[src/rtl/instr_align_pkg.sv]
// Shared types for the instruction-align stage: fetch bundle, aligned instruction,
// exception codes and the alignment buffer state.
package instr_align_pkg;

    localparam int EXCEPT_W = 4;
    localparam int XLEN     = 32;

    localparam logic [EXCEPT_W-1:0] EXCEPT_NONE         = 4'h0;
    localparam logic [EXCEPT_W-1:0] EXCEPT_ACCESS_FAULT = 4'h1;
    localparam logic [EXCEPT_W-1:0] EXCEPT_PAGE_FAULT   = 4'hC;

    typedef struct packed {
        logic                valid;
        logic [XLEN-1:0]     pc;
        logic [15:0]         data0;
        logic [15:0]         data1;
        logic [EXCEPT_W-1:0] except;
    } fetched_data_t;

    typedef struct packed {
        logic                valid;
        logic [XLEN-1:0]     pc;
        logic [XLEN-1:0]     instr;
        logic                is_rvc;
        logic [EXCEPT_W-1:0] except;
    } aligned_instr_t;

    typedef enum logic [1:0] {
        ST_EMPTY  = 2'd0,
        ST_HALF   = 2'd1,
        ST_PEND_C = 2'd2
    } align_state_t;

    function automatic aligned_instr_t mk_rvc(input logic [XLEN-1:0] pc, input logic [15:0] hw);
        aligned_instr_t r;
        r.valid  = 1'b1;
        r.pc     = pc;
        r.instr  = {16'h0000, hw};
        r.is_rvc = 1'b1;
        r.except = EXCEPT_NONE;
        return r;
    endfunction

    function automatic aligned_instr_t mk_full(input logic [XLEN-1:0] pc, input logic [XLEN-1:0] word);
        aligned_instr_t r;
        r.valid  = 1'b1;
        r.pc     = pc;
        r.instr  = word;
        r.is_rvc = 1'b0;
        r.except = EXCEPT_NONE;
        return r;
    endfunction

    function automatic aligned_instr_t mk_exc(input logic [XLEN-1:0] pc, input logic [EXCEPT_W-1:0] code);
        aligned_instr_t r;
        r.valid  = 1'b1;
        r.pc     = pc;
        r.instr  = '0;
        r.is_rvc = 1'b0;
        r.except = code;
        return r;
    endfunction

endpackage

[src/rtl/instr_align_rvc_detect.sv]
// Classifies one halfword as a compressed (RVC) instruction parcel; pure combinational.
module rvc_detect (
    input  logic [15:0] halfword,
    output logic        is_rvc
);

    assign is_rvc = (halfword[1:0] != 2'b11);

endmodule

[src/rtl/instr_align.sv]
// Aligns fetched halfword pairs into one 32-bit or RVC instruction per cycle; registered output, 1-cycle latency.
// Stalls IF while a buffered compressed instruction drains or decode stalls; flush drops the buffer.
module instr_align
    import instr_align_pkg::*;
(
    input  logic           i_clk,
    input  logic           i_rst,
    input  logic           i_flush,
    input  logic           i_stall,
    input  fetched_data_t  i_data,
    output logic           o_stall,
    output aligned_instr_t o_data
);

    align_state_t    state, state_nxt;
    logic [15:0]     held, held_nxt;
    logic [XLEN-1:0] held_pc, held_pc_nxt;
    aligned_instr_t  out_nxt;
    logic            d0_rvc, d1_rvc;
    logic [XLEN-1:0] pc_plus2;

    rvc_detect u_rvc_d0 (
        .halfword (i_data.data0),
        .is_rvc   (d0_rvc)
    );

    rvc_detect u_rvc_d1 (
        .halfword (i_data.data1),
        .is_rvc   (d1_rvc)
    );

    assign pc_plus2 = i_data.pc + 32'd2;

    // The PEND_C drain cycle never looks at i_data, so this stall has no path from it.
    assign o_stall = i_stall | (state == ST_PEND_C);

    always_comb begin
        state_nxt   = state;
        held_nxt    = held;
        held_pc_nxt = held_pc;
        out_nxt     = o_data;
        if (i_flush) begin
            state_nxt   = ST_EMPTY;
            held_nxt    = '0;
            held_pc_nxt = '0;
            out_nxt     = '0;
        end else if (!i_stall) begin
            out_nxt = '0;
            unique case (state)
                ST_EMPTY: begin
                    if (i_data.valid) begin
                        if (i_data.except != EXCEPT_NONE) begin
                            out_nxt = mk_exc(i_data.pc, i_data.except);
                        end else if (!i_data.pc[1]) begin
                            if (d0_rvc) begin
                                out_nxt     = mk_rvc(i_data.pc, i_data.data0);
                                held_nxt    = i_data.data1;
                                held_pc_nxt = pc_plus2;
                                state_nxt   = d1_rvc ? ST_PEND_C : ST_HALF;
                            end else begin
                                out_nxt = mk_full(i_data.pc, {i_data.data1, i_data.data0});
                            end
                        end else if (d1_rvc) begin
                            out_nxt = mk_rvc(i_data.pc, i_data.data1);
                        end else begin
                            // Odd-halfword entry: data0 belongs to the previous word.
                            held_nxt    = i_data.data1;
                            held_pc_nxt = i_data.pc;
                            state_nxt   = ST_HALF;
                        end
                    end
                end
                ST_HALF: begin
                    if (i_data.valid) begin
                        if (i_data.except != EXCEPT_NONE) begin
                            out_nxt   = mk_exc(held_pc, i_data.except);
                            state_nxt = ST_EMPTY;
                        end else begin
                            out_nxt     = mk_full(held_pc, {i_data.data0, held});
                            held_nxt    = i_data.data1;
                            held_pc_nxt = pc_plus2;
                            state_nxt   = d1_rvc ? ST_PEND_C : ST_HALF;
                        end
                    end
                end
                ST_PEND_C: begin
                    out_nxt   = mk_rvc(held_pc, held);
                    state_nxt = ST_EMPTY;
                end
                default: begin
                    state_nxt = ST_EMPTY;
                end
            endcase
        end
    end

    always_ff @(posedge i_clk or posedge i_rst) begin
        if (i_rst) begin
            state   <= ST_EMPTY;
            held    <= '0;
            held_pc <= '0;
            o_data  <= '0;
        end else begin
            state   <= state_nxt;
            held    <= held_nxt;
            held_pc <= held_pc_nxt;
            o_data  <= out_nxt;
        end
    end

endmodule

[config.mk]
export PLATFORM = sky130hd
export DESIGN_NAME = instr_align
export DESIGN_NICKNAME = d
export VERILOG_FILES = /design/src/rtl/instr_align_pkg.sv /design/src/rtl/instr_align_rvc_detect.sv /design/src/rtl/instr_align.sv
export SDC_FILE = /design/constraint.sdc
export NUM_CORES = 1
export LEC_CHECK = 0
export CORE_MARGIN = 1.5
export CORE_UTILIZATION = 53
export DETAILED_ROUTE_END_ITERATION = 6
export PLACE_DENSITY = 0.85
export SYNTH_ARGS = -nofsm -noshare
export SYNTH_HDL_FRONTEND = slang
export SYNTH_SLANG_ARGS = --single-unit
[constraint.sdc]
create_clock -name i_clk -period 7.81 [get_ports i_clk]
set_clock_uncertainty 0.1 [all_clocks]
set_input_delay 1.562 -clock i_clk [delete_from_list [all_inputs] [get_ports i_clk]]
set_output_delay 1.562 -clock i_clk [all_outputs]
set_load 0.01 [all_outputs]
; ---- After elaboration in Yosys (flattened, before gate mapping)
; Index checks and enable logic that the tools add are counted.
[totals]
reg_bits = 120
elab_cells = 67
[classes]
add_sub_neg = 1
eq_ne = 11
mux = 41
bitwise_logic = 1
n_reduce_logical = 5
[op_table]
columns = cell, n
row1 = $mux 70, 7
row2 = $mux 32, 9
row3 = $pmux 70 s3, 1
row4 = $mux 16, 9
row5 = $mux 37, 2
row6 = $pmux 32 s2, 1
row7 = $add 32x2->32 const B, 1
row8 = $pmux 16 s2, 1
row9 = $mux 2, 10
row10 = $ne 3x3->1 const B, 4
row11 = $ne 4x4->1 const B, 2
row12 = $reduce_and 8->1, 1
row13 = $ne 2x2->1 const B, 3
row14 = $reduce_and 6->1, 1
row15 = $pmux 2 s2, 1
row16 = $reduce_bool 4->1, 1
row17 = $reduce_bool 3->1, 1
row18 = $eq 2x1->1 const B, 1
row19 = $eq 2x2->1 const B, 1
row20 = $logic_not 2->1, 1
row21 = $or 1x1->1, 1

; ---- Logic depth before layout (Yosys ltp)
[logic_depth]
word_depth = 9
ltp_mapped = 8
mapped_depth_nobuf = 6

; ---- Modules after synthesis
; A second synthesis with hierarchy kept.
[hier_totals]
cells_unflattened = 575
hier_area_um2 = 5735.5
[modules_own_cells]
columns = module, n_inst, cells_each, area_per_inst_um2, seq_area_each_um2
row1 = instr_align, 1, 573, 5728.0, 3002.9
row2 = rvc_detect, 2, 1, 3.8, 0.0

; ---- Worst setup path after synthesis
; OpenSTA, ideal clock, no wires.
[synth_path]
kind = input to output
startpoint = input port i_stall
endpoint = output port o_stall
t_arrival_ns = 1.986
required_time_ns = 6.148
slack_ns = 4.162
stages = 3
cell_sequence = clkbuf_1 -> nor2_1 -> inv_1
[synth_via]
elab_chain_len = 1
[synth_rtl]
columns = item, line
row1 = "start, declared", instr_align.sv:9  ; input logic i_stall,
row2 = $or 1x1->1, instr_align.sv:35  ; assign o_stall = i_stall | (state == ST_PEND_C);
row3 = "end, declared", instr_align.sv:11  ; output logic o_stall,
; Every way passes these cells.

; ---- Worst setup path after layout
; Same ends and word-level chain as after synthesis.

==> flow_metrics.tcl <==
set metrics [dict create \
    syn_area_um2 5790 \
    grt_max_degree 85 \
    finalSetupViolations 0 \
    power.share.switching_pct 23.6 \
    grt_overflow 0 \
    ctsResizeCount 0 \
    synth_edf_count 0 \
    synthMuxAreaShare_pct 0 \
    antenna_found_initial 0 \
    critPathLaunchType "primary input" \
    vias 5409 \
    cts.sinks 120 \
    synth.most_common_cell "nand2_1" \
    cts-hold-fix-buffers 0 \
    required_ps 6150 \
    syn-num-nets 685 \
    hold_viol_final 0 \
    cp-end-kind "output pin" \
    fmax_ghz 0.214 \
    clk_pin_slew_ps 60 \
    wl_um 16500 \
    drv_slew 0 \
    die_w_um 107 \
    seq_area_frac_synth_pct 51.9 \
    wire_per_inst_um 18.7 \
    final_util_pct 75.0 \
    grt_pass1_vias 5421 \
    avgSynthCellArea_um2 9.48 \
    grt_first_pass_wirelength_um 26800 \
    ir_drop_mv 0.111 \
    period_minus_slack_ps 4670 \
    dieArea_um2 11600 \
    fp-row-count 37 \
    slew_headroom_pct 11.0 \
    p_leak_nw 3.33 \
    grt.total_usage_pct 29.8 \
    synth-seq-cells 120 \
    async_flop_share_pct 100 \
    ioPinCount 144 \
    p_switching_mw 0.361 \
    path_delay_family "buffers and inverters" \
    internal_power_mw 1.17 \
    comb_power_share_pct 10.0 \
    antenna_cells 0 \
    die_y_um 107 \
    synth_top_family_by_area "compound AO/OA/AOI/OAI gates" \
    root_buffer "clkbuf_8" \
    slowest_delay_ps 720 \
    hold_path.class "flip-flop to flip-flop" \
    gp_congestion 0.856 \
    first_pass_iters 5 \
    tns_ps 0 \
    area_growth_pct 35.6 \
    synth-compound-area-share_pct 21.2 \
    cts_setup_buffers 0 \
    drc 0 \
    critical_path.max_fanout 11 \
    yosys.area_share.simple_pct 18.0 \
    status "complete, no violations" \
    nets 809 \
    yosysWarningCount 0 \
    seqPwrFrac_pct 41.7 \
    dp_hpwl_um 10600 \
    yosys.area.top_type "dfrtp_1" \
    cts_tree "yes" \
    critPathKind "primary input to output pin" \
    synth_top_area_share_pct 51.9 \
    synth_area_leaders "dfrtp_1, nand2_1, a22oi_1, o21ai_0, a22o_1" \
    power.total_mw 1.53 \
    syn_inst 610 \
    h-tree-depth 4 \
    tightest_slew_ps 1340 \
    path_common_cell "clkdlybuf4s50_1" \
    portBuffers 143 \
    vias_per_cell 6.13 \
    clk_latency_ps 530 \
    dr.first_iter.drc_count 527 \
    synthTopCellsByCount "nand2_1, dfrtp_1, o21ai_0, a22oi_1, clkbuf_1" \
    crit_chain "clkdlybuf4s50_1 -> nor2_1 -> inv_1 -> clkdlybuf4s50_1" \
    synthAdderAreaFrac_pct 0.433 \
    numCtsBuffers 17 \
    clockPowerShare_pct 48.3 \
    period_share_pct 59.7 \
    synth-xor-area-share_pct 4.39 \
    crit_arrival_ps 3000 \
    synth_cell_types 43 \
    rsz0062_at_grt "false" \
    drv_cap 0 \
    power_density_nw_per_um2 195 \
    synth-main-ff-cell "dfrtp_1" \
    detail-route-antenna-nets 0 \
    worst_path_max_delay_cell "clkdlybuf4s50_1" \
    crit_buf_inv 3 \
    max-clock-path-buffers 2 \
    initial_core_util_pct 55.3 \
    layout-drive-gt1-share_pct 6.03 \
    coreArea_um2 10500 \
]
-- cell families (layout without fill, tap and decap cells) --
group,after synthesis,in the layout
and+or+nand+nor,217,217
AOI/OAI and AO/OA,184,184
DFF,120,120
buffers and inverters,58,194
xor gates and xnor gates,29,29
adders and majority gates,2,2
-- metrics by stage --
stage / cells / hold WS, ps / instance area (um2) / worst slack (ps)
after floorplan: 610 / 350 / 5790 / 2960
after global placement: 851 / 361 / 7290 / 3170
after detailed placement: 851 / 360 / 7290 / 3160
after CTS: 882 / 373 / 7840 / 3150
after global routing: 882 / 403 / 7840 / 3070
final: 882 / 372 / 7840 / 3140
-- worst register-to-register path: stages (launching register included) --
cell,delay [ps]
dfrtp_1,540
a211o_1,710
nor2_1,1100
nand2_1,190
o211ai_1,150
-- routing by layer --
layer  global-route usage, %  vias up  routed length (um)
met3                    8.29       23                1640
met5                       0        -                   0
met4                    10.5        0                 214
met1                    38.3     2670                6540
met2                    48.5      276                8130
li1                        -     2440                   -
-- final timing paths --
| path | startpoint | endpoint | slack [ps] | cells after the start |
|---|---|---|---|---|
| worst max register to register | state[0] | o_data[10] | 4930 | 4 |
| max in group asynchronous | i_rst | held_pc[0] | 4880 | 3 |
| worst min register to register | o_data[69] | o_data[69] | 370 | 2 |
| min in group asynchronous | i_rst | o_data[19] | 1320 | 2 |
| worst max-delay path | i_stall | o_stall | 3140 | 4 |
| worst min-delay path | o_data[69] | o_data[69] | 370 | 2 |
-- sequential cells by signal (all words and copies together), names as in the netlist --
name and flops:
o_data 70, state 2, held 16, held_pc 32
-- layout make-up --
type                       instances  area, um2
clock buffer                      22        453
clock inverter                     9        100
fill                             748       2620
inverter                          14       55.1
multi-input combinational        432       2580
sequential                       120       3000
tap                              136        170
timing repair buffer             149       1480
-- power by group through the flow --
| stage | registers (mW) | clock network [mW] | logic, mW |
|---|---|---|---|
| 3_3_place_gp | 0.648 | 0 | 0.147 |
| 3_5_place_dp | 0.648 | 0 | 0.150 |
| 5_1_grt | 0.638 | 0.775 | 0.165 |
| 6_report | 0.637 | 0.737 | 0.153 |
| 4_1_cts | 0.637 | 0.741 | 0.152 |
| 2_1_floorplan | 0.651 | 0 | 0.0611 |
-- cell usage in the layout, fill, tap and decap left out, types with 10 or more instances in the layout --
master,Yosys,routed
o21ai_1,11,11
clkbuf_16,0,16
and3_1,21,21
nand4_1,18,18
dfrtp_1,120,120
a21oi_1,16,16
a22oi_1,46,46
nand3_1,10,10
a22o_1,21,21
nand2_1,128,128
clkdlybuf4s50_1,0,143
o211ai_1,17,17
xor2_1,20,20
inv_1,13,12
nor2_1,13,13
o21ai_0,56,56
No activity file was read; power rests on OpenSTA's default activity.
